`src/rtl/cmp_frame_pkg.sv`:
```
// rtl/cmp_frame_pkg.sv - shared widths and FSM encoding for the frame min/max stage
package cmp_frame_pkg;

    localparam int DATA_W_DEF = 8;
    localparam int IDX_W_DEF  = 8;

    typedef enum logic [1:0] {
        IDLE  = 2'd0,
        ACCUM = 2'd1,
        HOLD  = 2'd2
    } state_e;

endpackage

```
`src/rtl/mag_cmp.sv`:
```
// rtl/mag_cmp.sv - unsigned magnitude comparator, a versus b
module mag_cmp #(
    parameter int DATA_W = 8
) (
    input  logic [DATA_W-1:0] a_i,
    input  logic [DATA_W-1:0] b_i,
    output logic              eq_o,
    output logic              gt_o
);

    assign eq_o = (a_i == b_i);
    assign gt_o = (a_i > b_i);

endmodule

```
`src/rtl/cmp_frame_minmax.sv`:
```
// rtl/cmp_frame_minmax.sv - per-frame min/max/index/length resolver; CMP_FRAME_TIE_LAST_EN selects last-occurrence indices on ties
module cmp_frame_minmax
    import cmp_frame_pkg::*;
#(
    parameter int DATA_W = DATA_W_DEF,
    parameter int IDX_W  = IDX_W_DEF
) (
    input  logic              clk,
    input  logic              rst_n,
    input  logic              in_valid,
    output logic              in_ready,
    input  logic [DATA_W-1:0] in_data,
    input  logic              in_last,
    output logic              res_valid,
    input  logic              res_ready,
    output logic [DATA_W-1:0] res_min,
    output logic [DATA_W-1:0] res_max,
    output logic [IDX_W-1:0]  res_min_idx,
    output logic [IDX_W-1:0]  res_max_idx,
    output logic [IDX_W-1:0]  res_len,
    output logic              res_ovf
);

    localparam logic [IDX_W-1:0] CNT_MAX = '1;
    localparam logic [IDX_W-1:0] CNT_ONE = IDX_W'(1);

    state_e state_q, state_d;

    logic [DATA_W-1:0] min_q, min_d, max_q, max_d;
    logic [IDX_W-1:0]  min_idx_q, min_idx_d, max_idx_q, max_idx_d;
    logic [IDX_W-1:0]  cnt_q, cnt_d;
    logic              ovf_q, ovf_d;

    logic [DATA_W-1:0] res_min_q, res_min_d, res_max_q, res_max_d;
    logic [IDX_W-1:0]  res_min_idx_q, res_min_idx_d, res_max_idx_q, res_max_idx_d;
    logic [IDX_W-1:0]  res_len_q, res_len_d;
    logic              res_ovf_q, res_ovf_d;
    logic              res_valid_q, res_valid_d;

    logic max_eq, max_gt, min_eq, min_gt;
    logic upd_max_idx, upd_min_idx;
    logic accept;

    // max side: in_data > max ; min side: min > in_data
    mag_cmp #(.DATA_W(DATA_W)) u_cmp_max (
        .a_i  (in_data),
        .b_i  (max_q),
        .eq_o (max_eq),
        .gt_o (max_gt)
    );

    mag_cmp #(.DATA_W(DATA_W)) u_cmp_min (
        .a_i  (min_q),
        .b_i  (in_data),
        .eq_o (min_eq),
        .gt_o (min_gt)
    );

`ifdef CMP_FRAME_TIE_LAST_EN
    assign upd_max_idx = max_gt | max_eq;
    assign upd_min_idx = min_gt | min_eq;
`else
    logic unused_eq;
    assign unused_eq   = max_eq ^ min_eq;
    assign upd_max_idx = max_gt;
    assign upd_min_idx = min_gt;
`endif

    assign in_ready = (state_q != HOLD);
    assign accept   = in_valid & in_ready;

    always_comb begin
        state_d       = state_q;
        min_d         = min_q;
        max_d         = max_q;
        min_idx_d     = min_idx_q;
        max_idx_d     = max_idx_q;
        cnt_d         = cnt_q;
        ovf_d         = ovf_q;
        res_min_d     = res_min_q;
        res_max_d     = res_max_q;
        res_min_idx_d = res_min_idx_q;
        res_max_idx_d = res_max_idx_q;
        res_len_d     = res_len_q;
        res_ovf_d     = res_ovf_q;
        res_valid_d   = res_valid_q;

        unique case (state_q)
            IDLE: begin
                if (accept) begin
                    min_d     = in_data;
                    max_d     = in_data;
                    min_idx_d = '0;
                    max_idx_d = '0;
                    cnt_d     = CNT_ONE;
                    ovf_d     = 1'b0;
                    state_d   = in_last ? HOLD : ACCUM;
                end
            end
            ACCUM: begin
                if (accept) begin
                    // cnt_q never exceeds CNT_MAX, so it doubles as the saturated index
                    if (max_gt)      max_d     = in_data;
                    if (upd_max_idx) max_idx_d = cnt_q;
                    if (min_gt)      min_d     = in_data;
                    if (upd_min_idx) min_idx_d = cnt_q;
                    if (cnt_q == CNT_MAX) ovf_d = 1'b1;
                    else                  cnt_d = cnt_q + CNT_ONE;
                    if (in_last) state_d = HOLD;
                end
            end
            HOLD: begin
                if (!res_valid_q) begin
                    res_valid_d   = 1'b1;
                    res_min_d     = min_q;
                    res_max_d     = max_q;
                    res_min_idx_d = min_idx_q;
                    res_max_idx_d = max_idx_q;
                    res_len_d     = cnt_q;
                    res_ovf_d     = ovf_q;
                end else if (res_ready) begin
                    res_valid_d = 1'b0;
                    state_d     = IDLE;
                end
            end
            default: state_d = IDLE;
        endcase
    end

    always_ff @(posedge clk or negedge rst_n) begin
        if (!rst_n) begin
            state_q       <= IDLE;
            min_q         <= '0;
            max_q         <= '0;
            min_idx_q     <= '0;
            max_idx_q     <= '0;
            cnt_q         <= '0;
            ovf_q         <= 1'b0;
            res_min_q     <= '0;
            res_max_q     <= '0;
            res_min_idx_q <= '0;
            res_max_idx_q <= '0;
            res_len_q     <= '0;
            res_ovf_q     <= 1'b0;
            res_valid_q   <= 1'b0;
        end else begin
            state_q       <= state_d;
            min_q         <= min_d;
            max_q         <= max_d;
            min_idx_q     <= min_idx_d;
            max_idx_q     <= max_idx_d;
            cnt_q         <= cnt_d;
            ovf_q         <= ovf_d;
            res_min_q     <= res_min_d;
            res_max_q     <= res_max_d;
            res_min_idx_q <= res_min_idx_d;
            res_max_idx_q <= res_max_idx_d;
            res_len_q     <= res_len_d;
            res_ovf_q     <= res_ovf_d;
            res_valid_q   <= res_valid_d;
        end
    end

    assign res_valid   = res_valid_q;
    assign res_min     = res_min_q;
    assign res_max     = res_max_q;
    assign res_min_idx = res_min_idx_q;
    assign res_max_idx = res_max_idx_q;
    assign res_len     = res_len_q;
    assign res_ovf     = res_ovf_q;

endmodule

```
`config.mk`:
```
export PLATFORM = sky130hd
export DESIGN_NAME = cmp_frame_minmax
export DESIGN_NICKNAME = d
export VERILOG_FILES = /design/src/rtl/cmp_frame_pkg.sv /design/src/rtl/mag_cmp.sv /design/src/rtl/cmp_frame_minmax.sv
export SDC_FILE = /design/constraint.sdc
export NUM_CORES = 1
export LEC_CHECK = 0
export CORE_MARGIN = 2
export CORE_UTILIZATION = 30
export CTS_CLUSTER_SIZE = 28
export DETAILED_ROUTE_END_ITERATION = 8
export PLACE_DENSITY_LB_ADDON = 0.1
export SLEW_MARGIN = 20
export SYNTH_ARGS = -nofsm -noshare
export SYNTH_HDL_FRONTEND = slang
export SYNTH_SLANG_ARGS = --single-unit
```
`constraint.sdc`:
```
create_clock -name clk -period 6.35 [get_ports clk]
set_input_delay 0.635 -clock clk [delete_from_list [all_inputs] [get_ports clk]]
set_output_delay 0.635 -clock clk [all_outputs]
set_load 0.01 [all_outputs]
```
==> impl_metrics.yaml <==
finish:
  layout.nets: 393
  n_antenna_cell: 0
  fill_cells: 1277
  layout-area-overhead-vs-synth_pct: 26.5
  regArea_sq_mm: 0.00213
  drive_gt1_frac: 0.215
  multi_input_area_sq_mm: 0.00164
global_route:
  use_met3: 0.0271
  grt_pass1_vias: 2562
  grt_pass1_wl_um: 13700
  grt_max_degree: 78
  antenna_found_initial: 0
  globalRouteTotalUtil: 0.125
  top_usage_layer: "met2"
  grt_util_met2: 0.178
  overflow: 0
  use_met1: 0.176
sta:
  fin_crit_ps: 2750
  setup_slack_ps: 3600
  hold_viol_final: 0
  finalSetupViolCount: 0
  hold_slack_ps: 105
  worstMarginPinSlew_ps: 725
  maxSlewViolCount: 0
  timing.slew.headroom: 0.516
  setup_tns_ps: 0
  timing.fmax_ghz: 0.363
  skew_ps: 10.6
  rsz0062_at_grt: "false"
  min_period_over_period: 0.434
logic_synthesis:
  synth.avg_cell_area_sq_um: 12.8
  synth_cell_type_count: 36
  yosysSeqAreaShare: 0.550
  yosys_warnings: 0
  synth_xor_area_frac: 0
  yosysTopAreaCell: "dfrtp_1"
  synth-seq-cells: 85
  synthMuxAreaShare: 0.206
  syn_nets: 333
  synthSimpleGateAreaFrac: 0.0750
  synth_top_family_by_area: "multiplexers"
  synth-adder-area-share: 0.0550
  synthTopCellsByArea: "dfrtp_1, mux2_2, mux2i_1"
  postSynthCellCount: 303
  synth_compound_area_frac: 0.0851
  netlist.area_leader.share: 0.550
  synth_area_sq_mm: 0.00387
critical_path:
  cp_max_fo: 8
  end_kind: "register"
  r2r_slack_ps: 4080
  cp_data_arrival_time_ps: 2970
  critical_path_class: "input port to register"
  required_ps: 6570
  cp-start-kind: "input port"
drt:
  firstDrtPassIters: 4
  ant_nets: 0
  drt_iter0_markers: 94
  drc_errors: 0
  via_count: 2455
  wirelength_um: 7940
  wl_per_cell_um: 14.7
  via_per_inst: 4.55
cts:
  hold_buffers: 0
  cts_max_path_buffers: 2
  htreeDepth: 3
  clock_sinks: 85
  root_buffer: "clkbuf_16"
  clk_transition_reported_paths_ps: 70
  cts_tree: "done"
  post_cts_buffers: 0
  insertion_delay_ps: 340
  ctsResizeCount: 0
  cts_buffers: 9
power:
  leakage_nw: 2.26
  p_total_mw: 2.00
  ir_drop_mv: 0.156
  p_per_area_mw_per_mm2: 409
floorplanning:
  die_h_um: 118
  rows: 41
  start_util: 0.307
  ios: 56
  dieArea_sq_mm: 0.0138
  fp.dieW_um: 118
  design.core.area_sq_mm: 0.0126
place:
  routabilityCongestion: 0.761
  io_buffer_count: 55
  place_ws_ps: 3240
  dp_hpwl_um: 5500
flow_run:
  drv_cap: 0
run_status:
  status: "complete, no violations"
hold_path:
  hold_class: "input port to asynchronous set/reset pin"
==> worst max-delay path: stages <==
cell             delay, ps
clkdlybuf4s50_1        520
inv_1                   80
ha_1                   310
nand4_2                170
nor2_2                 210
nor2_1                 110
a211oi_4               540
mux2_2                 400
==> per-layer routing <==
| layer | wire [um] | vias to the layer above | part of all wire |
|---|---|---|---|
| li1 | - | 1180 | - |
| met1 | 4010 | 1219 | 0.50 |
| met2 | 3420 | 45 | 0.43 |
| met3 | 327 | 11 | 0.041 |
| met4 | 184 | 0 | 0.023 |
| met5 | 0 | - | 0 |
==> area by class of cell <==
type | instances | share of cell area
clock buffer | 13 | 0.0532
clock inverter | 3 | 0.00409
tap | 172 | 0.0440
multi-input combinational | 192 | 0.334
inverter | 18 | 0.0138
timing repair buffer | 57 | 0.116
sequential | 85 | 0.435
==> final timing paths <==
path                              end  cells past startpoint       start
max                          min_q[3]                      8  in_data[6]
min                        res_min[4]                      1       rst_n
max reg2reg                  min_q[3]                      6    min_q[5]
min reg2reg                state_q[0]                      1  state_q[1]
max in group asynchronous  res_len[3]                      2       rst_n
min in group clk           state_q[0]                      1  state_q[1]
==> registers in the layout, indices dropped and copies added (netlist names), 8 cells and up <==
register	cells
min_q	8
res_max	8
res_len	8
max_q	8
max_idx_q	8
res_min	8
min_idx_q	8
cnt_q	8
res_min_idx	8
res_max_idx	8
==> stage by stage <==
| step | utilization | cell area, sq um | cells |
|---|---|---|---|
| 2_1_floorplan | - | 3870 | 303 |
| 3_3_place_gp | 0.365 | 4610 | 524 |
| 3_5_place_dp | 0.365 | 4610 | 524 |
| 4_1_cts | 0.387 | 4890 | 540 |
| 5_1_grt | 0.388 | 4890 | 540 |
| 6_report | 0.388 | 4890 | 540 |
==> cell usage in the layout, fill, tap and decap left out, types with 3 or more instances in the layout <==
cell type / netlist / layout
mux2i_1: 24 / 24
nand2_1: 35 / 35
nor2b_1: 3 / 3
inv_1: 18 / 18
nand3_1: 3 / 3
nor2_1: 10 / 9
a21o_1: 4 / 4
o21ai_0: 6 / 6
dfrtp_1: 85 / 85
nand4_1: 3 / 3
mux2_2: 48 / 48
clkbuf_16: 0 / 9
ha_1: 17 / 17
clkdlybuf4s50_1: 0 / 54
a21oi_1: 15 / 15
==> cells by family after synthesis <==
logic type | count (synthesis)
AOI/OAI and AO/OA | 41
adders and majority gates | 17
buffers and inverters | 26
DFF | 85
muxes | 73
and+or+nand+nor | 61
==> report_power, final <==
| group | internal, mW | switching (mW) | total [mW] |
|---|---|---|---|
| Clock | 0.286 | 0.212 | 0.498 |
| Combinational | 0.374 | 0.335 | 0.709 |
| Sequential | 0.690 | 0.103 | 0.793 |
==> cells in the mapped netlist <==
| master | number |
|---|---|
| nand4_4 | 1 |
| mux2i_1 | 24 |
| nor3_1 | 1 |
| a21o_1 | 4 |
| a211oi_1 | 1 |
| ha_1 | 17 |
| dfrtp_1 | 85 |
| buf_2 | 4 |
| nor2_4 | 1 |
| nand2b_1 | 1 |
| o21a_1 | 1 |
| mux2_2 | 48 |
| buf_4 | 1 |
| nor2b_1 | 3 |
| nand2_1 | 35 |
| o31ai_1 | 2 |
| a22o_1 | 1 |
| buf_6 | 1 |
| nand4_2 | 1 |
| a21oi_1 | 15 |
| nor2_1 | 10 |
| clkbuf_1 | 2 |
| mux2_4 | 1 |
| nand3_1 | 3 |
| o21ai_0 | 6 |
| a21oi_2 | 2 |
| a31oi_1 | 1 |
| o41ai_1 | 1 |
| inv_1 | 18 |
| o211ai_1 | 1 |
| nor2_2 | 2 |
| o211ai_2 | 1 |
| a211oi_4 | 2 |
| o21bai_1 | 1 |
| a2111oi_4 | 2 |
| nand4_1 | 3 |
Power figures use the tool's default switching activity.
